==> src/rtl/fifo_sync.sv <==
// rtl/fifo_sync.sv - single-clock parametrised FIFO with sticky overflow/underflow flags
//
// Optional build macro: FIFO_SYNC_FWFT_EN (first-word-fall-through read port).
//
// Ports:
//   clk           single clock, rising edge
//   rst           synchronous active-high reset
//   en_w, data_w  write request / write data
//   full_w        FIFO holds 2^ADDR_BITS entries
//   near_full_w   space_count <= NEAR_FULL_SPACE
//   space_count   free entries, 0..2^ADDR_BITS
//   en_r          read request
//   data_r        read data (registered, or head entry in FWFT builds)
//   empty_r       FIFO holds 0 entries
//   near_empty_r  data_count <= NEAR_EMPTY_COUNT
//   data_count    stored entries, 0..2^ADDR_BITS
//   overflow      sticky: write requested while full
//   underflow     sticky: read requested while empty
//   err_clr       clears overflow/underflow (a coincident set wins)

module fifo_sync #(
    parameter int unsigned DATA_BITS        = 32,
    parameter int unsigned ADDR_BITS        = 4,
    parameter int unsigned NEAR_FULL_SPACE  = 2,
    parameter int unsigned NEAR_EMPTY_COUNT = 2
) (
    input  logic                 clk,
    input  logic                 rst,
    input  logic                 en_w,
    input  logic [DATA_BITS-1:0] data_w,
    output logic                 full_w,
    output logic                 near_full_w,
    output logic [ADDR_BITS:0]   space_count,
    input  logic                 en_r,
    output logic [DATA_BITS-1:0] data_r,
    output logic                 empty_r,
    output logic                 near_empty_r,
    output logic [ADDR_BITS:0]   data_count,
    output logic                 overflow,
    output logic                 underflow,
    input  logic                 err_clr
);

    localparam int unsigned         DEPTH     = 1 << ADDR_BITS;
    localparam logic [ADDR_BITS:0]  DEPTH_CNT = {1'b1, {ADDR_BITS{1'b0}}};

    logic [DATA_BITS-1:0] mem [DEPTH];
    logic [ADDR_BITS-1:0] wr_ptr;
    logic [ADDR_BITS-1:0] rd_ptr;

    logic                 wr_acc;
    logic                 rd_acc;
    logic [ADDR_BITS:0]   count_next;
    logic [ADDR_BITS:0]   space_next;

    // Acceptance looks only at the registered flags, so a same-cycle pop
    // never frees room for a push into a full FIFO (and vice versa).
    assign wr_acc = en_w && !full_w;
    assign rd_acc = en_r && !empty_r;

    always_comb begin
        count_next = data_count;
        if (wr_acc && !rd_acc) begin
            count_next = data_count + 1'b1;
        end else if (rd_acc && !wr_acc) begin
            count_next = data_count - 1'b1;
        end
        space_next = DEPTH_CNT - count_next;
    end

    // Storage is not reset; pointers define what is valid.
    always_ff @(posedge clk) begin
        if (!rst && wr_acc) begin
            mem[wr_ptr] <= data_w;
        end
    end

    always_ff @(posedge clk) begin
        if (rst) begin
            wr_ptr       <= '0;
            rd_ptr       <= '0;
            data_count   <= '0;
            space_count  <= DEPTH_CNT;
            empty_r      <= 1'b1;
            near_empty_r <= 1'b1;
            full_w       <= 1'b0;
            near_full_w  <= (DEPTH <= NEAR_FULL_SPACE);
        end else begin
            if (wr_acc) begin
                wr_ptr <= wr_ptr + 1'b1;
            end
            if (rd_acc) begin
                rd_ptr <= rd_ptr + 1'b1;
            end
            data_count   <= count_next;
            space_count  <= space_next;
            empty_r      <= (count_next == '0);
            full_w       <= (count_next == DEPTH_CNT);
            near_empty_r <= (32'(count_next) <= 32'(NEAR_EMPTY_COUNT));
            near_full_w  <= (32'(space_next) <= 32'(NEAR_FULL_SPACE));
        end
    end

`ifdef FIFO_SYNC_FWFT_EN
    // Head entry is always presented; content is meaningless while empty.
    assign data_r = mem[rd_ptr];
`else
    always_ff @(posedge clk) begin
        if (rst) begin
            data_r <= '0;
        end else if (rd_acc) begin
            data_r <= mem[rd_ptr];
        end
    end
`endif

    // Sticky error flags: a new error event takes priority over a clear.
    always_ff @(posedge clk) begin
        if (rst) begin
            overflow  <= 1'b0;
            underflow <= 1'b0;
        end else begin
            if (en_w && full_w) begin
                overflow <= 1'b1;
            end else if (err_clr) begin
                overflow <= 1'b0;
            end
            if (en_r && empty_r) begin
                underflow <= 1'b1;
            end else if (err_clr) begin
                underflow <= 1'b0;
            end
        end
    end

endmodule

==> config.mk <==
export PLATFORM = sky130hd
export DESIGN_NAME = fifo_sync
export DESIGN_NICKNAME = d
export VERILOG_FILES = /design/src/rtl/fifo_sync.sv
export SDC_FILE = /design/constraint.sdc
export NUM_CORES = 1
export LEC_CHECK = 0
export ABC_AREA = 1
export ABC_CLOCK_PERIOD_IN_PS = 3700
export CAP_MARGIN = 10
export CORE_MARGIN = 2
export CORE_UTILIZATION = 52
export CTS_CLUSTER_SIZE = 14
export DETAILED_ROUTE_END_ITERATION = 7
export DONT_BUFFER_PORTS = 1
export GPL_TIMING_DRIVEN = 1
export PLACE_DENSITY = 0.68
export SYNTH_ARGS = -nofsm -noshare
export SYNTH_HDL_FRONTEND = slang
export SYNTH_SLANG_ARGS = --single-unit
==> constraint.sdc <==
create_clock -name clk -period 3.7 [get_ports clk]
set_clock_uncertainty 0.15 [all_clocks]
set_input_delay 0.74 -clock clk [delete_from_list [all_inputs] [get_ports clk]]
set_output_delay 0.74 -clock clk [all_outputs]
set_load 0.1 [all_outputs]
---- Yosys cells after proc, flatten, opt, wreduce, memory -nomap -nowiden ----
Memory sizes are Yosys's and may differ from the RTL's. A register that Yosys moved wholly into a read port is not among the register bits.
Index checks and enable logic that the tools add are counted.
word-level totals
  register bits after elaboration ......... 24
  latch bits .............................. 0
  RAM bits ................................ 512
  ROM bits ................................ 0
  bits of input ports ..................... 37
  output and inout bits ................... 48
  memories ................................ 1
operators by class
  add/sub/neg operators ................... 5
  multipliers ............................. 0
  div/mod/pow operators ................... 0
  $lt $le $gt $ge ......................... 2
  equality and inequality tests ........... 1
  shift-type cells ........................ 0
  muxes and demuxes ....................... 7
  bitwise logic cells ..................... 0
  reduce and logical (&&, ||, !) cells .... 15
memories
  name  words  bits a word  rd ports  clocked after Yosys merged registers in  wr ports  RTL line  RTL
  mem   16     32           1         1                                        1         47        logic [DATA_BITS-1:0] mem [DEPTH];
operators by type and width
  kind                                                                              count
  5-bit by 2-bit less-or-equal comparator with 1-bit output, second input constant  2
  5-bit 2-to-1 mux                                                                  2
  4-bit by 1-bit adder with 4-bit output, second input constant                     2
  1-bit logical AND                                                                 7
  5-bit by 1-bit adder with 5-bit output, second input constant                     1
  5-bit == test, second input constant                                              1
  1-bit logical NOT                                                                 5
  5-bit logical NOT                                                                 1
  1-bit 2-to-1 mux                                                                  5
  5-bit by 1-bit subtractor with 5-bit output, second input constant                1
  5-bit subtractor, first input constant                                            1
  2-bit nonzero test                                                                2

---- Longest topological paths before layout ----
Gate-level depths: netlist of the first run.
  word-level depth ........................ 8
  mapped depth ............................ 15

---- Least setup slack after synthesis of the first run ----
No wires, ideal clock.
  path kind ............................... reg2reg
  start point ............................. register full_w
  end point ............................... memory mem[11][0], enable pin
  setup time .............................. 0.421 ns
  arrival ................................. 2.565 ns
  slack ................................... 0.564 ns
  cell stages (with the launch flop) ...... 5
  period minus slack after synthesis ...... 3.136 ns
  cell sequence ........................... dfxtp_1 -> nor2_2 -> buf_4 -> nand2_1 -> nor2_1
between the ends
  word-level cells in the longest chain between the ends .. 5
RTL lines
  item                                    RTL line  RTL
  from (decl)                             31        output logic full_w,
  from (signal assigned)                  98        full_w <= (count_next == DEPTH_CNT);
  1-bit logical NOT                       58        assign wr_acc = en_w && !full_w;
  1-bit logical AND                       58
  1-bit logical AND                       73        if (!rst && wr_acc) begin
  1-bit 2-to-1 mux                        73
  1-bit 2-to-1 mux (not written as such)  74        mem[wr_ptr] <= data_w;
  to (decl)                               47
No other way between the ends.

---- Final worst setup path of the first run ----
  start point ............................. register full_w
  end point ............................... register near_full_w
between the ends
  word-level cells in the longest chain between the ends .. 8
  elaborated cells between the ends (all ways) .. 9
  classes of those cells .................. add/sub (1); order compare (1); mux (2); reduce/logical (5)
RTL lines
  item                                                           RTL line  RTL
  1-bit logical NOT (*)                                          58
  1-bit logical AND (*)                                          58
  1-bit logical NOT                                              65        end else if (rd_acc && !wr_acc) begin
  1-bit logical AND                                              65
  5-bit 2-to-1 mux                                               65
  5-bit 2-to-1 mux (*)                                           63        if (wr_acc && !rd_acc) begin
  5-bit subtractor (*)                                           68        space_next = DEPTH_CNT - count_next;
  5-bit by 2-bit less-or-equal comparator with 1-bit output (*)  100       near_full_w <= (32'(space_next) <= 32'(NEAR_FULL_SPACE));
  to (signal assigned)                                           87        near_full_w <= (DEPTH <= NEAR_FULL_SPACE);
  to (signal assigned)                                           100
  to (decl)                                                      32        output logic near_full_w,
Mark *: on every way between the ends. The rest lies on a longest branch, timed or not.
A chain may end at the register's enable or synchronous reset.

==> flow_metrics.env, run 1 <==
export IMPL_p_leak_nw=9.20
export IMPL_drive_above_1_share_pct=8.04
export IMPL_synth_top_area_share_pct=67.1
export IMPL_power_switching_share_pct=28.9
export IMPL_crit_arrival_ps=2940
export IMPL_pre_cts_ws_ps=720
export IMPL_critPathLaunchType="flip-flop"
export IMPL_syn_area_per_cell_um2=11.4
export IMPL_design_die_area_mm2=0.0458
export IMPL_syn_to_final_growth_pct=10.5
export IMPL_finalSetupViolCount=0
export IMPL_grt_overflow_total=0
export IMPL_synth_seq_cells=567
export IMPL_slew_headroom_pct=29.6
export IMPL_status="finished clean"
export IMPL_diodes=0
export IMPL_numCtsBuffers=57
export IMPL_cp_end_kind="flip-flop"
export IMPL_use_met2_pct=38.6
export IMPL_drc=0
export IMPL_internal_power_mw=11.0
export IMPL_crit_type="reg -> reg"
export IMPL_antenna_found_initial=0
export IMPL_die_h_um=214
export IMPL_syn_nets=2054
export IMPL_dr_pass1_iters=6
export IMPL_crit_chain="nor2_2 > nand2_1 > nand3_1 > nand2_1 > inv_1 > ha_1 > inv_1 > nor3_1 > ha_1 > nand2_1 > a21oi_1 > nand3_1 > nor2_2"
export IMPL_ys_types=27
export IMPL_r2r_end="near_full_w"
export IMPL_wl_mm=53.1
export IMPL_cts_clk_slew_worst_paths_ps=60
export IMPL_p_seq_share_pct=50.9
export IMPL_crit_end="near_full_w"
export IMPL_placed_cells=2518
export IMPL_worstHoldStart="rst"
export IMPL_global_route_peak_usage_layer="met2"
export IMPL_port_buffers=0
export IMPL_cp_max_fo=12
export IMPL_met1_usage_pct=30.7
export IMPL_clk_latency_ps=610
export IMPL_hold_viol=0
export IMPL_fin_util_pct=58.6
export IMPL_ys_warn_count=0
export IMPL_wire_per_inst_um=20.2
export IMPL_ctsResizeCount=0
export IMPL_reg2reg_depth=13
export IMPL_layout_nets=2040
export IMPL_holdCritPathClass="in -> reg"
export IMPL_syn_area_mm2=0.0229
export IMPL_hpwl_mm=29.0
export IMPL_cp_num_buf_inv=2
export IMPL_ir_drop_mv=0.456
export IMPL_num_rows=76
export IMPL_fin_crit_sh_pct=70.1
export IMPL_gp_congestion=0.793
export IMPL_grt_usage_pct=22.9
export IMPL_power_switching_mw=4.49
export IMPL_fin_ws_ps=1110
export IMPL_syn_inst=2006
export IMPL_dieWidth_um=214
export IMPL_fmaxAchievable_mhz=385
export IMPL_drv_slew=0
export IMPL_first_iter_violations=1434
export IMPL_synth_largest_area_cell="edfxtp_1"
export IMPL_multi_input_area_mm2=0.00560
export IMPL_min_period_ps=2590
export IMPL_p_per_area_mw_per_mm2=613
export IMPL_clkSinkCount=567
export IMPL_root_buffer="clkbuf_16"
export IMPL_fin_cells=2624
export IMPL_r2r_start="full_w"
export IMPL_critical_path_most_common_cell="nand2_1"
export IMPL_hold_ws_ps=63.3
export IMPL_vias=14700
export IMPL_cpPeakStageDelay_ps=410
export IMPL_grt_use_met3_pct=3.56
export IMPL_fill_cells=3464
export IMPL_worstMarginPinSlew_ps=1050
export IMPL_start_util_pct=53.0
export IMPL_num_io_pins=85
export IMPL_cp_slowest_cell="nor2_2"
export IMPL_worstPathRequired_ps=4050
export IMPL_hold_buffers=0
export IMPL_synth_seq_area_share_pct=71.9
export IMPL_grt_pass1_vias=14200
export IMPL_comb_power_share_pct=12.5
export IMPL_detail_route_antenna_nets=0
export IMPL_clk_path_buf_depth=3
export IMPL_post_cts_setup_buffers=0
export IMPL_cts_tree="yes"
export IMPL_register_area_mm2=0.0165
export IMPL_finalSetupTns_ps=0
export IMPL_grt_pass1_wl_mm=81.5
export IMPL_path_delay_family="simple AND/OR/NAND/NOR gates"
export IMPL_vias_per_cell=5.62
export IMPL_ys_top_cells_by_area="edfxtp_1, nand2_1, nand3_1"
export IMPL_worstSetupPathDepth=13
export IMPL_core_mm2=0.0433
export IMPL_max_cap_viol_count=0
export IMPL_startpoint="full_w"
export IMPL_grt_max_degree=178
export IMPL_p_clk_share_pct=36.7
export IMPL_cts_max_level=2
export IMPL_rsz0062_at_grt="no"
export IMPL_reg2reg_slack_ps=1110
-- synthesized netlist by cell type --
library cell and count:
edfxtp_1 512, inv_2 3, nand2_2 4, clkbuf_1 16
dfxtp_1 55, nand3b_1 1, buf_6 23, or2_2 1
xor2_1 1, and3_1 1, nand2_1 652, o21ai_1 32
nor3_1 3, nor2_1 96, nand3_2 1, a21oi_1 42
nor2_2 3, buf_2 65, buf_4 10, clkinv_1 1
buf_1 7, inv_4 1, nand3_1 406, nor2_4 2
ha_1 11, o21ai_0 2, inv_1 55
-- registers in the layout, indices dropped and copies added (netlist names), 4 cells and up --
signal and flops:
space_count 5, data_r 32, rd_ptr 4, mem 512, data_count 4, wr_ptr 4
-- layer usage --
layer | wire length [um] | vias to the layer above
li1 | - | 6892
met3 | 3490 | 80
met5 | 0 | -
met2 | 26300 | 507
met1 | 22200 | 7269
met4 | 1130 | 0
-- worst min path at each step --
| stage | endpoint | cells after the start |
|---|---|---|
| detailed placement | overflow | 2 |
| finish | underflow | 1 |
| global route | underflow | 1 |
| global placement | overflow | 2 |
| floorplan | wr_ptr[2] | 2 |
| CTS | underflow | 1 |
-- placed cells by master (no fill, tap or decap), types with 2 or more instances in the layout --
cell,synthesis,layout
a21oi_1,42,42
buf_12,0,7
buf_4,10,41
bufinv_16,0,6
clkbuf_1,16,16
clkbuf_16,0,59
clkinv_1,1,12
clkinv_2,0,11
dfxtp_1,55,50
dfxtp_2,0,3
dfxtp_4,0,2
edfxtp_1,512,512
ha_1,11,11
inv_1,55,54
inv_2,3,3
inv_6,0,2
nand2_1,652,652
nand2_2,4,4
nand3_1,406,406
nor2_1,96,80
nor2_2,3,3
nor2_4,2,18
nor3_1,3,3
o21ai_0,2,2
o21ai_1,32,32
-- power groups by stage --
stage                     logic (mW)  registers (mW)  clock network [mW]
final                           1.93            7.90                5.69
after global routing            2.16            7.91                6.01
after CTS                       1.94            7.90                5.77
after detailed placement        1.93            8.03                   0
after global placement          1.90            8.03                   0
after floorplan                 1.45            8.10                   0
-- final cells by class --
cell class / instances / area share (%)
Clock buffer: 75 / 6.06
Clock inverter: 31 / 1.22
Inverter: 60 / 0.918
Multi-Input combinational cell: 1258 / 22.1
Sequential cell: 567 / 65.1
Tap cell: 585 / 2.89
Timing Repair Buffer: 48 / 1.77
-- through the flow --
step / total power [mW] / instance area, um2
floorplan: 9.55 / 22900
global placement: 9.93 / 23500
detailed placement: 9.96 / 23500
CTS: 15.6 / 25300
global route: 16.1 / 25300
finish: 15.5 / 25300
-- kinds of logic after synthesis --
family / after synthesis / synth area share (%)
AOI/OAI and AO/OA: 76 / 1.66
xor gates and xnor gates: 1 / 0.0382
adders and majority gates: 11 / 0.600
buffers and inverters: 181 / 4.25
DFF: 567 / 71.9
and+or+nand+nor: 1170 / 21.6
No activity file was read; power rests on OpenSTA's default activity.
==> run 2: changes to the inputs <==
Settings changed: ABC_CLOCK_PERIOD_IN_PS 3700 to 2300, PLACE_DENSITY 0.68 to 0.71.
Clock period 3.7 ns to 2.3 ns, I/O delays scaled along.
==> run 2 against run 1 <==
  * Register-to-register slack worse by 980 ps
  * Via count up 2.2%
  * Final cell count up 3.6%
  * First-iteration DRC count up 13%
  * Clock power up 60%
  * Sequential power up 47%
  * Flip-flop and latch count unchanged
  * Die area unchanged
  * Final area up 4.6%
  * Critical path depth up 2
  * Critical endpoint unchanged
  * Largest cell class unchanged
==> flow_metrics.env, run 2 (synthesis gave the netlist of run 1 again) <==
export IMPL_hpwl_mm=29.0
export IMPL_port_buffers=0
export IMPL_cp_num_buf_inv=4
export IMPL_num_io_pins=85
export IMPL_finalInstanceArea_mm2=0.0265
export IMPL_max_cap_viol_count=0
export IMPL_clk_latency_ps=620
export IMPL_final_cell_mix="nand2_1, edfxtp_1, nand3_1"
export IMPL_route_met3_wl_mm=3.90
export IMPL_hold_buffers=37
export IMPL_crit_arrival_ps=2570
export IMPL_pre_cts_ws_ps=91.2
export IMPL_core_mm2=0.0433
export IMPL_crit_type="reg -> reg"
export IMPL_final_common_cell="nand2_1"
export IMPL_fin_ws_ps=121
export IMPL_antenna_found_initial=3
export IMPL_layout_nets=2133
export IMPL_cp_end_kind="flip-flop"
export IMPL_wl_mm=53.2
export IMPL_drive_above_1_share_pct=10.9
export IMPL_p_per_area_mw_per_mm2=960
export IMPL_reg2reg_slack_ps=120
export IMPL_clkSinkCount=567
export IMPL_cp_max_fo=6
export IMPL_vias_per_cell=5.55
export IMPL_cts_max_level=2
export IMPL_drc=0
export IMPL_largest_register_ffs=512
export IMPL_cts_clk_slew_worst_paths_ps=60
export IMPL_ir_drop_mv=0.786
export IMPL_die_h_um=214
export IMPL_critPathLaunchType="flip-flop"
export IMPL_root_buffer="clkbuf_16"
export IMPL_reg2reg_depth=15
export IMPL_path_delay_family="adder cells"
export IMPL_crit_chain="inv_4 > ha_4 > inv_1 > nand2_1 > nand2_1 > nand2_2 > inv_2 > ha_1 > inv_1 > nor3_2 > ha_1 > nand2_1 > a21oi_1 > nand3_1 > nor2_2"
export IMPL_grt_overflow_total=0
export IMPL_grt_pass1_wl_mm=84.0
export IMPL_grt_max_degree=120
export IMPL_status="finished clean"
export IMPL_min_period_ps=2180
export IMPL_reg_top3="mem x512, data_r x32, space_count x5"
export IMPL_rsz0062_at_grt="no"
export IMPL_r2r_end="near_full_w"
export IMPL_holdCritPathClass="in -> reg"
export IMPL_cp_slowest_cell="dfxtp_4"
export IMPL_worstHoldStart="en_w"
export IMPL_start_util_pct=53.0
export IMPL_num_rows=76
export IMPL_design_die_area_mm2=0.0458
export IMPL_dpl_cell_area_mm2=0.0243
export IMPL_hold_viol=0
export IMPL_routed_top_layer="met5"
export IMPL_grt_usage_pct=23.5
export IMPL_wl_met1_mm=22.3
export IMPL_vias=15100
export IMPL_finalSetupViolCount=0
export IMPL_fin_crit_sh_pct=94.7
export IMPL_detail_route_antenna_nets=0
export IMPL_clk_path_buf_depth=3
export IMPL_r2r_start="data_count[1]"
export IMPL_p_leak_nw=9.75
export IMPL_cpPeakStageDelay_ps=390
export IMPL_worstPathRequired_ps=2690
export IMPL_wire_per_inst_um=19.6
export IMPL_numCtsBuffers=55
export IMPL_top_register="mem"
export IMPL_ctsResizeCount=0
export IMPL_first_iter_violations=1615
export IMPL_grt_pass1_vias=15000
export IMPL_syn_to_final_growth_pct=15.6
export IMPL_fill_cells=3315
export IMPL_critical_path_most_common_cell="nand2_1"
export IMPL_met2_length_mm=25.7
export IMPL_post_cts_setup_buffers=0
export IMPL_drv_slew=0
export IMPL_dr_pass1_iters=5
export IMPL_cts_tree="yes"
export IMPL_slew_headroom_pct=38.4
export IMPL_dieWidth_um=214
export IMPL_hold_depth=3
export IMPL_min_to="wr_ptr[1]"
export IMPL_gp_congestion=0.856
export IMPL_worstMarginPinSlew_ps=924
export IMPL_fmaxAchievable_mhz=459
[run 2: worst min-delay path, stage by stage]
cell     delay, ps
nand2_1         60
buf_4          150
a21oi_1         70
[run 2: per-layer routing]
metal,global-route usage (%),up-vias
met5,0,-
met4,8.16,2
met3,3.48,89
met2,39.2,606
met1,31.6,7288
li1,-,7092
[run 2: where the power goes]
group | switching [mW] | total, mW | internal [mW]
Sequential | 0.140 | 11.6 | 11.5
Clock | 3.81 | 9.12 | 5.31
Combinational | 3.48 | 4.70 | 1.23
[run 2: stage by stage]
step	hold WS [ps]	std cells	setup TNS, ps	power, mW	utilization, %
after floorplan	330	2006	-10020	15.4	-
after global placement	359	2576	0	16.3	56.1
after detailed placement	357	2576	0	16.3	56.1
after CTS	24.6	2716	0	25.6	61.3
after global routing	46.8	2718	0	26.4	61.3
final	52.7	2718	0	25.5	61.3
[run 2: area by class of cell]
class | count | area [um2] | area share, %
antenna | 2 | 5.00 | 0.0189
multi-input combinational | 1258 | 5620 | 21.2
timing repair buffer | 143 | 1580 | 5.98
tap | 585 | 732 | 2.76
sequential | 567 | 16500 | 62.2
inverter | 60 | 238 | 0.897
clock buffer | 74 | 1480 | 5.57
clock inverter | 29 | 357 | 1.35
[run 2: worst max path at each step]
stage,startpoint,endpoint,cells past startpoint
finish,data_count[1],near_full_w,15
CTS,space_count[0],near_full_w,15
floorplan,full_w,mem[11][0],4
detailed placement,en_w,near_full_w,13
global placement,en_w,near_full_w,15
global route,space_count[0],near_full_w,15
==> run 3: changes to the inputs <==
Settings changed: CORE_UTILIZATION 52 to 41, PLACE_DENSITY 0.71 to 0.58.
==> run 3 against run 2 <==
  * Sequential share of layout area fell by 1.1 points
  * Combinational power up 2%
  * Fmax fell by 0.63%
  * Core utilization shrank 12 points
  * Largest cell class unchanged
  * Highest routed layer unchanged
==> flow_metrics.env, run 3 (synthesis gave the netlist of run 1 again) <==
export IMPL_drc=0
export IMPL_worstMarginPinSlew_ps=924
export IMPL_diodes=0
export IMPL_wire_per_inst_um=19.7
export IMPL_root_buffer="clkbuf_16"
export IMPL_cts_tree="yes"
export IMPL_cp_end_kind="primary output"
export IMPL_multi_input_area_mm2=0.00562
export IMPL_power_switching_share_pct=29.6
export IMPL_cts_clk_slew_worst_paths_ps=60
export IMPL_p_clk_share_pct=36.3
export IMPL_grt_overflow_total=0
export IMPL_dpl_cell_area_mm2=0.0247
export IMPL_crit_arrival_ps=1580
export IMPL_worstPathRequired_ps=1690
export IMPL_die_h_um=240
export IMPL_slew_headroom_pct=38.4
export IMPL_dieWidth_um=240
export IMPL_port_buffers=0
export IMPL_p_per_area_mw_per_mm2=955
export IMPL_wl_mm=57.1
export IMPL_num_rows=86
export IMPL_fin_crit_sh_pct=95.3
export IMPL_internal_power_mw=18.2
export IMPL_design_die_area_mm2=0.0578
export IMPL_core_mm2=0.0552
export IMPL_min_period_ps=2190
export IMPL_num_io_pins=85
export IMPL_largest_register_ffs=512
export IMPL_layout_nets=2146
export IMPL_cts_max_level=2
export IMPL_power_mw=25.8
export IMPL_numCtsBuffers=58
export IMPL_final_cell_mix="nand2_1, edfxtp_1, nand3_1"
export IMPL_p_seq_share_pct=45.2
export IMPL_antenna_found_initial=3
export IMPL_hpwl_mm=30.6
export IMPL_register_area_mm2=0.0165
export IMPL_first_iter_violations=1289
export IMPL_fill_cells=4851
export IMPL_ir_drop_mv=0.569
export IMPL_hold_ws_ps=62.7
export IMPL_finalSetupViolCount=0
export IMPL_power_switching_mw=7.62
export IMPL_rsz0062_at_grt="no"
export IMPL_critPathLaunchType="flip-flop"
export IMPL_reg_top3="mem x512, data_r x32, space_count x5"
export IMPL_hold_viol=0
export IMPL_vias_per_cell=5.22
export IMPL_fmaxAchievable_mhz=456
export IMPL_cp_max_fo=5
export IMPL_p_leak_nw=9.89
export IMPL_comb_power_share_pct=18.6
export IMPL_drive_above_1_share_pct=11.9
export IMPL_start_util_pct=41.5
export IMPL_clk_latency_ps=620
export IMPL_status="finished clean"
export IMPL_clk_path_buf_depth=3
export IMPL_crit_type="reg -> out"
export IMPL_dr_pass1_iters=5
export IMPL_vias=15100
export IMPL_grt_max_degree=109
export IMPL_grt_pass1_wl_mm=87.5
export IMPL_final_common_cell="nand2_1"
export IMPL_gp_congestion=0.770
export IMPL_top_register="mem"
export IMPL_fin_util_pct=48.9
export IMPL_finalSetupTns_ps=0
export IMPL_clkSinkCount=567
export IMPL_grt_usage_pct=19.9
export IMPL_max_cap_viol_count=0
export IMPL_holdCritPathClass="in -> reg"
export IMPL_finalInstanceArea_mm2=0.0270
export IMPL_drv_slew=0
export IMPL_syn_to_final_growth_pct=17.7
export IMPL_grt_pass1_vias=14600
export IMPL_detail_route_antenna_nets=0
## run 3: worst max-delay path, cell delays in order, from the launching register on
cell     delay [ps]
dfxtp_4         380
buf_4           120
buf_4           470
## run 3: stage by stage
stage / setup WS [ps] / instances
2_1_floorplan: -32.5 / 2006
3_3_place_gp: 150 / 2746
3_5_place_dp: 132 / 2746
4_1_cts: 123 / 2893
5_1_grt: 13.7 / 2896
6_report: 107 / 2896
## run 3: area by class of cell
class	instances	area share, %
repair buffers	153	6.61
clock buffers	69	5.76
inverters	60	0.881
flip-flops and latches	567	61.2
well taps	748	3.47
clock inverters	41	1.31
multi-input cells	1258	20.8
## run 3: path summary, 6_finish.rpt
path,start,slack (ps),cells past startpoint,endpoint
setup / recovery,space_count[0],110,2,data_count[0]
setup reg to reg,space_count[0],150,15,near_full_w
hold / removal,rst,60,3,near_empty_r
hold reg to reg,wr_ptr[2],390,2,wr_ptr[2]
## run 3: per-layer routing
layer | vias to the layer above | GRT usage (%) | wire length (um) | part of all wire (%)
met5 | - | 0 | 34 | 0.060
met3 | 87 | 2.74 | 2890 | 5.1
li1 | 7127 | - | - | -
met4 | 6 | 6.10 | 1220 | 2.1
met2 | 408 | 32.4 | 27200 | 48
met1 | 7483 | 27.8 | 25700 | 45
## run 3: power groups by stage
stage / clock (mW) / combinational (mW) / sequential, mW
global route: 9.91 / 5.22 / 11.7
detailed placement: 0 / 4.56 / 11.9
finish: 9.35 / 4.79 / 11.6
CTS: 9.52 / 4.78 / 11.6
global placement: 0 / 4.54 / 11.9
floorplan: 0 / 2.35 / 13.0
## run 3: timing repair
action,4_1_cts,5_1_grt
endpoints found under the hold margin,563,0
resized for setup,0,1
setup buffers,0,3
setup endpoints to repair,0,1
hold buffers,37,0
